[config.mk]
export PLATFORM = sky130hd
export DESIGN_NAME = cache_counter_reader
export DESIGN_NICKNAME = d
export VERILOG_FILES = /design/src/rtl/cache_counter_reader.sv
export SDC_FILE = /design/constraint.sdc
export NUM_CORES = 1
export LEC_CHECK = 0
export CAP_MARGIN = 20
export CORE_MARGIN = 2
export CORE_UTILIZATION = 38
export DETAILED_ROUTE_END_ITERATION = 8
export GPL_ROUTABILITY_DRIVEN = 0
export PLACE_DENSITY_LB_ADDON = 0.12
export SLEW_MARGIN = 0
export SYNTH_ARGS = -nofsm -noshare
export SYNTH_HDL_FRONTEND = slang
export SYNTH_SLANG_ARGS = --single-unit
[constraint.sdc]
create_clock -name clk -period 14.4 [get_ports clk]
set_clock_uncertainty 0.2 [all_clocks]
set_input_delay 2.16 -clock clk [delete_from_list [all_inputs] [get_ports clk]]
set_output_delay 2.16 -clock clk [all_outputs]
set_load 0.01 [all_outputs]
[src/rtl/cache_counter_reader.sv]
// Snapshot reader for the cache profiler counters. One request captures every
// counter in a single cycle and streams them out as header, data and checksum words.
module cache_counter_reader #(
   parameter int NUM_COUNTERS = 8
) (
   input  logic                        clk,
   input  logic                        rst_n,
   input  logic                        snap_req,
   input  logic [32*NUM_COUNTERS-1:0]  counters_in,
   output logic                        busy,
   output logic                        m_valid,
   output logic [31:0]                 m_data,
   output logic                        m_last,
   input  logic                        m_ready,
   output logic                        snap_done,
   output logic [15:0]                 seq_id,
   output logic [7:0]                  drop_count
);

   localparam int unsigned NC = NUM_COUNTERS;
   localparam int unsigned IW = (NC > 1) ? $clog2(NC) : 1;
   localparam logic [7:0]    NC8      = 8'(NC);
   localparam logic [IW-1:0] LAST_IDX = IW'(NC - 1);

   typedef enum logic [1:0] {
      ST_IDLE,
      ST_HEADER,
      ST_DATA,
      ST_CHECK
   } state_t;

   state_t          state_q, state_d;
   logic [31:0]     snap_q [NC];
   logic [31:0]     snap_d [NC];
   logic [IW-1:0]   idx_q, idx_d;
   logic [31:0]     csum_q, csum_d;
   logic [15:0]     seq_id_q, seq_id_d;
   logic [7:0]      drop_q, drop_d;
   logic            done_q, done_d;
   logic [31:0]     header_w;

   assign header_w = {8'hA5, NC8, seq_id_q};

   // All stream outputs derive from registered state only, so they stay
   // stable for as long as the consumer stalls.
   always_comb begin
      state_d  = state_q;
      snap_d   = snap_q;
      idx_d    = idx_q;
      csum_d   = csum_q;
      seq_id_d = seq_id_q;
      drop_d   = drop_q;
      done_d   = 1'b0;
      m_valid  = (state_q != ST_IDLE);
      m_last   = 1'b0;
      m_data   = '0;

      if (snap_req && (state_q != ST_IDLE) && (drop_q != 8'hFF)) begin
         drop_d = drop_q + 8'd1;
      end

      case (state_q)
         ST_IDLE: begin
            if (snap_req) begin
               for (int unsigned k = 0; k < NC; k++) begin
                  snap_d[k] = counters_in[32*k +: 32];
               end
               csum_d  = header_w;
               state_d = ST_HEADER;
            end
         end
         ST_HEADER: begin
            m_data = header_w;
            if (m_ready) begin
               idx_d   = '0;
               state_d = ST_DATA;
            end
         end
         ST_DATA: begin
            m_data = snap_q[idx_q];
            if (m_ready) begin
               csum_d = csum_q ^ snap_q[idx_q];
               if (idx_q == LAST_IDX) begin
                  state_d = ST_CHECK;
               end else begin
                  idx_d = idx_q + 1'b1;
               end
            end
         end
         ST_CHECK: begin
            m_data = csum_q;
            m_last = 1'b1;
            if (m_ready) begin
               done_d   = 1'b1;
               seq_id_d = seq_id_q + 16'd1;
               state_d  = ST_IDLE;
            end
         end
         default: state_d = ST_IDLE;
      endcase
   end

   always_ff @(posedge clk) begin
      if (!rst_n) begin
         state_q  <= ST_IDLE;
         idx_q    <= '0;
         csum_q   <= '0;
         seq_id_q <= '0;
         drop_q   <= '0;
         done_q   <= 1'b0;
      end else begin
         state_q  <= state_d;
         idx_q    <= idx_d;
         csum_q   <= csum_d;
         seq_id_q <= seq_id_d;
         drop_q   <= drop_d;
         done_q   <= done_d;
      end
   end

   // Snapshot contents are only meaningful once a packet starts, so no reset.
   always_ff @(posedge clk) begin
      snap_q <= snap_d;
   end

   assign busy       = (state_q != ST_IDLE);
   assign snap_done  = done_q;
   assign seq_id     = seq_id_q;
   assign drop_count = drop_q;

endmodule

==> After elaboration in Yosys (flattened, before gate mapping) <==
Cells that the tools add are included.
{ "classes": {"addsub": 3, "order_cmp": 1, "eq_ne": 11, "mux": 19, "n_bitwise": 2, "reduce_logical": 12} }
{ "ops": {"columns": ["cell", "n"], "rows": [
  ["32-bit two-way mux", 4],
  ["32-bit binary-select mux with 3-bit select", 1],
  ["32-bit case mux with 3 select lines", 1],
  ["32-bit case mux with 2 select lines", 1],
  ["32-bit bitwise XOR", 1],
  ["16-bit by 1-bit adder with 16-bit output, second input constant", 1],
  ["2-bit inequality test, second input constant", 6],
  ["2-bit two-way mux", 5],
  ["3-bit two-way mux", 3],
  ["8-bit by 1-bit adder with 8-bit output, second input constant", 1],
  ["8-bit inequality test, second input constant", 1],
  ["2-bit case mux with 4 select lines", 1],
  ["3-bit case mux with 2 select lines", 1],
  ["2-bit AND reduction", 3],
  ["2-bit nonzero test", 3],
  ["5-bit AND reduction", 1],
  ["2-bit equality test, second input constant", 2],
  ["4-bit greater-or-equal comparator, second input constant", 1],
  ["3-bit inverter with 4-bit output", 1],
  ["4-bit AND reduction", 1],
  ["3-bit by 1-bit adder with 3-bit output, second input constant", 1],
  ["3-bit equality test, second input constant", 1],
  ["3-bit AND reduction", 1],
  ["2-bit by 1-bit equality test with 1-bit output, second input constant", 1],
  ["other kinds (3)", 5]
]} }
{ "word_totals": {"regBits": 318, "in_bits": 260, "output_inout_bits": 60, "wordCells": 62} }

==> Longest topological paths before layout <==
Gate-level depths: netlist (run 1).
{ "depth": {"depth_word": 7, "depth_mapped": 9, "ltp_nobuf": 6} }

==> Least setup slack after synthesis (run 1) <==
No wires, ideal clock.
{ "synth_path": {"kind": "input-to-reg", "startpoint": "input snap_req", "endpoint": "register csum_q[25]", "setup_time_ns": 0.116, "arrival_ns": 9.094, "t_required_ns": 14.084, "slack_ns": 4.990, "path_stages": 5, "path_cell_list": "and2_1 -> and2_1 -> clkbuf_1 -> nor3_1 -> a31o_2"} }
{ "synth_between": {"elab_chain_len": 2} }
{ "synth_rtl": {"columns": ["item", "line_no", "rtl"], "rows": [
  ["start, declared", "8", "input logic snap_req,"],
  ["2-bit inequality test (no source line)", null, null],
  ["3-bit AND reduction (no source line)", null, null],
  ["end signal, assigned", "114", "csum_q <= csum_d;"],
  ["end, declared", "36", "logic [31:0] csum_q, csum_d;"]
]} }
Every way passes these cells.
A chain may end at the register's enable or synchronous reset.

==> Final worst setup path (run 1) <==
{ "layout_path": {"startpoint": "register idx_q[0]", "endpoint": "output m_data[6]"} }
{ "layout_between": {"elab_chain_len": 5} }
{ "layout_rtl": {"columns": ["item", "line_no", "rtl"], "rows": [
  ["start, declared", "35", "logic [IW-1:0] idx_q, idx_d;"],
  ["start signal, assigned", "113", "idx_q <= idx_d;"],
  ["3-bit inverter with 4-bit output (not written as such)", "80", "m_data = snap_q[idx_q];"],
  ["32-bit binary-select mux with 3-bit select", "80", null],
  ["32-bit two-way mux (not written as such) (2 in a row)", "80", null],
  ["32-bit case mux with 3 select lines", "62", "case (state_q)"],
  ["end, declared", "12", "output logic [31:0] m_data,"]
]} }
Every way passes these cells. The select of a mux whose other input is x is not followed.

==> results of run 1 <==
## power by group through the flow
| stage | clock network (W) | registers [W] | logic [W] |
|---|---|---|---|
| after floorplan | 0 | 0.00138 | 0.000469 |
| after global placement | 0 | 0.00136 | 0.000720 |
| after detailed placement | 0 | 0.00136 | 0.000728 |
| after CTS | 0.000855 | 0.00135 | 0.000733 |
| after global routing | 0.000891 | 0.00136 | 0.000807 |
| final | 0.000830 | 0.00133 | 0.000743 |
## flip-flops by register name, indices dropped and copies added, names as in the netlist
signal,cells
drop_count,8
idx_q,3
state_q,2
snap_q,256
snap_done,1
csum_q,32
seq_id,16
## worst paths after layout
check,start,end
max,idx_q[0]$_SDFFE_PN0P_,m_data[6]
min,drop_count[7]$_SDFFE_PN0P_,drop_count[7]$_SDFFE_PN0P_
max reg2reg,state_q[1]$_SDFFE_PN0P_,snap_q[31]$_DFFE_PP_
min reg2reg,drop_count[7]$_SDFFE_PN0P_,drop_count[7]$_SDFFE_PN0P_
## layout by cell type (no fill, tap or decap), types with 20 or more instances in the layout
cell             instances
dfxtp_1                 59
mux2_2                  35
a21oi_1                 37
nand2_1                 36
clkbuf_16               37
clkdlybuf4s50_1        318
nand4_1                 20
nor2_1                  62
edfxtp_1               256
nand3_1                 41
mux4_2                  52
## cells by family (layout without fill, tap and decap cells)
kind of cell / Yosys count / after routing
fa+ha+maj: 9 / 9
mux: 102 / 102
xor+xnor: 13 / 13
flops: 318 / 318
buf+inv: 76 / 408
simple gates: 198 / 198
other cells: 0 / 1
compound gates: 140 / 140
## metal layers
layer	global-route usage, %	wire length (um)	vias to the layer above
li1	-	-	4066
met1	24.9	14700	4323
met2	30.7	16600	309
met3	4.86	2660	54
met4	5.30	767	4
met5	0	27	-
## metrics by stage
step	instance area, um^2	utilization (%)	cells
2_1_floorplan	13400	-	856
3_3_place_gp	16900	48.9	1575
3_5_place_dp	16900	48.9	1575
4_1_cts	18000	51.9	1641
5_1_grt	18000	52.1	1644
6_report	18000	52.1	1644
## tightest hold or removal path: stages, from the launching register on
cell and delay, ns:
dfxtp_1 0.34, o31ai_1 0.08, a21oi_1 0.06
## layout make-up
type | count | area [um^2]
repair buffers | 331 | 3310
well taps | 455 | 569
clock inverters | 20 | 93.8
diodes | 1 | 2.50
inverters | 11 | 41.3
multi-input cells | 462 | 4110
clock buffers | 46 | 960
fillers | 2923 | 16600
flip-flops and latches | 318 | 8940
==> results.toml, run 1 <==
[status]
outcome = "finished clean"

[synth]
yosys.area_share.simple_pct = 7.14
synthArstFlopShare_pct = 0
ys_ff_latch = 318
synth_cell_types = 49
synth_xor_area_share_pct = 0.851
yosysSeqAreaShare_pct = 66.7
synth.avg_cell_area_um2 = 15.6
synth_warnings = 0
syn_area_mm2 = 0.0134
synth-edff-count = 256
ys_top_cells_by_area = "edfxtp_1 (57%), dfxtp_1 (9.3%), mux4_2 (8.8%)"
yosys.area.top_type = "edfxtp_1"
synth_top_family_by_area = "multiplexers"
netlist_top_cells_count = "edfxtp_1 (256), dfxtp_1 (62), nor2_1 (62), mux4_2 (52), nand3_1 (41)"
muxShareOfSynthArea_pct = 14.3
synth-compound-area-share_pct = 7.53
synthCells = 856
yosysMostFrequentCell = "edfxtp_1"
synth_ff_type = "edfxtp_1"
yosys.area_share.adder_pct = 0.841
syn_nets = 1125
yosysTopAreaCellShare_pct = 57.4

[timing]
slew-limit-headroom_pct = 29.9
drv_slew = 0
final_hold_viol_count = 0
min_period_ns = 5.87
hold_ws_ns = 0.325
finalSetupTns_ns = 0
min_period_over_period_pct = 40.8
fmax_mhz = 170
fin_ws_ns = 8.53
final-setup-viol-count = 0
rsz0062_at_grt = "false"
tightest_slew_ns = 1.05

[clock_tree]
post_cts_buffers = 0
cts_hold_buf = 0
tritoncts = "built"
cts_buffer_depth = 3
cts_resized = 0
htree_num_levels = 2
clk-insertion-delay-late_ns = 0.52
cts_root_buf = "clkbuf_16"
clk_pin_slew_worst_paths_ns = 0.05
cts.sinks = 318
cts_inserted_buffers = 37

[routing]
via_count = 8756
drtIter0Drc = 718
drtPass1Iterations = 8
viasPerCell = 5.33
finalWirelength_mm = 34.8
drt-wirelength-per-cell_um = 21.2
ant_nets = 0
drc_errors = 0

[pwr]
p_per_area_mw_per_mm2 = 161
p_leak_nw = 5.88
p_switching_w = 0.000875
irDropWorstVdd_mv = 0.110
p_clk_share_pct = 28.6
p_seq_share_pct = 45.9
swShare_pct = 30.1
power.internal_w = 0.00203
combPwrFrac_pct = 25.6
power_w = 0.00291

[worst_setup_path]
critPathBufInv = 2
cp_data_required_time_ns = 12.04
crit_type = "reg -> out"
r2r_setup_slack_ns = 10.56
crit_cells = 6
cpPeakStageDelay_ns = 0.73
startpoint_type = "register"
crit_slowest_cell = "dfxtp_4"
reg2regPathDepth = 5
worstPathCellList = "buf_12, mux4_2, mux2_2, a222oi_1, nor2_1, clkdlybuf4s50_1"
end_kind = "output port"
crit_family = "multiplexers"
worstPathArrival_ns = 3.51
cp_max_fo = 30

[placement]
hpwl_mm = 23.1
portBuffers = 319
pre_cts_ws_ns = 8.60

[floorplan]
ios = 320
rows = 68
die_area_mm2 = 0.0367
core_mm2 = 0.0346
chipWidth_um = 192
die_height_um = 192
start_util_pct = 38.7

[global_route]
gr-usage-all-layers_pct = 18.8
overflow = 0
antenna_found_initial = 3
grt_pass1_wl_mm = 52.1
grt_pass1_vias = 8924
grt_max_degree = 75

[job]
max-cap-violations = 0

[worst_hold_path]
hold_path.class = "reg -> reg"
hold_depth = 2

[finish]
syn2layout_area_growth_pct = 34.7
drive_gt1_share_pct = 13.8
final_nets = 1430
Note: power is estimated with default switching activity, not from simulation.
==> run 2: changes to the inputs <==
==> constraint.sdc (replaced) <==
create_clock -name clk -period 5.99 [get_ports clk]
set_clock_uncertainty 0.2 [all_clocks]
set_input_delay 0.8985 -clock clk [delete_from_list [all_inputs] [get_ports clk]]
set_output_delay 0.8985 -clock clk [all_outputs]
set_load 0.01 [all_outputs]
==> results.toml, run 2 (synthesis results as in run 1) <==
[routing]
drtIter0Drc = 621
drt-wirelength-per-cell_um = 21.3
via_count = 8815
ant_nets = 0
drc_errors = 0
finalWirelength_mm = 35.1
drtPass1Iterations = 8
viasPerCell = 5.35

[floorplan]
start_util_pct = 38.7
chipWidth_um = 192
rows = 68
die_area_mm2 = 0.0367
ios = 320
die_height_um = 192
core_mm2 = 0.0346

[worst_setup_path]
r2r-start = "state_q[1]$_SDFFE_PN0P_"
startpoint_type = "register"
cpPeakStageDelay_ns = 0.73
end_kind = "output port"
reg2regPathDepth = 6
cp_data_required_time_ns = 4.89
r2r_setup_slack_ns = 2.54
crit_type = "reg -> out"
worstPathCellList = "buf_4, mux4_2, mux2_2, a222oi_1, nor2_1, clkdlybuf4s50_1"
cp_max_fo = 31
crit_slowest_cell = "dfxtp_4"
crit_family = "buffers and inverters"
worstPathArrival_ns = 3.49
r2r-end = "csum_q[20]$_SDFFE_PN0P_"
critPathBufInv = 2

[placement]
hpwl_mm = 22.9
portBuffers = 319
pre_cts_ws_ns = 1.88

[global_route]
grt_use_met1_pct = 25.2
grt_pass1_wl_mm = 52.0
use_met2_pct = 30.1
grt_pass1_vias = 8754
grtUsageMet3_pct = 5.13
antenna_found_initial = 3
overflow = 0
grt_max_degree = 139
gr-usage-all-layers_pct = 18.9
grt-busiest-layer = "met2"

[clock_tree]
post_cts_buffers = 0
clk-insertion-delay-late_ns = 0.53
htree_num_levels = 2
cts.sinks = 318
cts_resized = 0
clk_pin_slew_worst_paths_ns = 0.06
cts_inserted_buffers = 37
cts_hold_buf = 0
cts_buffer_depth = 3
cts_root_buf = "clkbuf_16"
tritoncts = "built"

[finish]
largest-register = "snap_q"
seq_area_mm2 = 0.00894
final_nets = 1430
syn2layout_area_growth_pct = 35.8
largest_register_ffs = 256
nFillCells = 2833
drive_gt1_share_pct = 14.6
final_common_cell = "clkdlybuf4s50_1"
final_util_pct = 52.5
multiInputGateArea_mm2 = 0.00412
layout_common_cells = "clkdlybuf4s50_1 (318), edfxtp_1 (256), nor2_1 (62)"

[status]
outcome = "finished clean"

[timing]
slew-limit-headroom_pct = 35.4
final-setup-viol-count = 0
tightest_slew_ns = 0.968
drv_slew = 0
fin_ws_ns = 1.40
min_period_over_period_pct = 76.6
rsz0062_at_grt = "false"
finalSetupTns_ns = 0
min_period_ns = 4.59
final_hold_viol_count = 0
fmax_mhz = 218

[pwr]
power.internal_w = 0.00506
combPwrFrac_pct = 25.2
swShare_pct = 29.8
p_clk_share_pct = 30.3
p_per_area_mw_per_mm2 = 397
p_switching_w = 0.00215
p_leak_nw = 5.94
power_w = 0.00721
irDropWorstVdd_mv = 0.251
p_seq_share_pct = 44.5

[job]
max-cap-violations = 0

[worst_hold_path]
min_from = "drop_count[7]$_SDFFE_PN0P_"
hold_depth = 2
hold_path.class = "reg -> reg"
holdPathEnd = "drop_count[7]$_SDFFE_PN0P_"
==> run 2: worst max-delay path by stage <==
| stage | start | to | slack [ns] | depth (start not counted) |
|---|---|---|---|---|
| floorplan | snap_req | csum_q[25]$_SDFFE_PN0P_ | 0.69 | 5 |
| global placement | idx_q[0]$_SDFFE_PN0P_ | m_data[14] | 1.87 | 6 |
| detailed placement | idx_q[0]$_SDFFE_PN0P_ | m_data[12] | 1.88 | 6 |
| CTS | idx_q[0]$_SDFFE_PN0P_ | m_data[12] | 1.31 | 6 |
| global route | idx_q[0]$_SDFFE_PN0P_ | m_data[9] | 1.14 | 6 |
| finish | idx_q[0]$_SDFFE_PN0P_ | m_data[14] | 1.40 | 6 |
==> run 2: worst register-to-register path: stages (launching register included) <==
cell	delay, ns
dfxtp_1	0.52
ha_2	0.87
mux2_2	0.62
and2_2	0.50
buf_12	0.28
a21oi_1	0.13
a31o_2	0.21
==> run 2: area by class of cell <==
cell class              count  share of cell area [%]
diodes                      3                  0.0413
inverters                  11                   0.227
flip-flops and latches    318                    49.2
well taps                 455                    3.13
repair buffers            331                    18.3
clock buffers              45                    5.38
clock inverters            22                    1.12
multi-input cells         462                    22.6
==> run 2: power by group through the flow <==
stage | Sequential [W] | Clock [W] | Combinational (W)
CTS | 0.00321 | 0.00225 | 0.00179
global route | 0.00326 | 0.00233 | 0.00197
finish | 0.00321 | 0.00218 | 0.00182
global placement | 0.00325 | 0 | 0.00176
floorplan | 0.00323 | 0 | 0.00113
detailed placement | 0.00325 | 0 | 0.00178
==> run 2: per-layer routing <==
layer | routed length [um] | share of wire [%]
met3 | 2950 | 8.4
met1 | 14700 | 42
met2 | 16700 | 48
met4 | 715 | 2.0
met5 | 0 | 0
==> run 2: stage by stage <==
stage          cell area (um^2)  hold WS [ns]  instances
2_1_floorplan             13400         0.294        856
3_3_place_gp              16900         0.290       1575
3_5_place_dp              16900         0.296       1575
4_1_cts                   18100         0.304       1642
5_1_grt                   18200         0.344       1647
6_report                  18200         0.302       1647
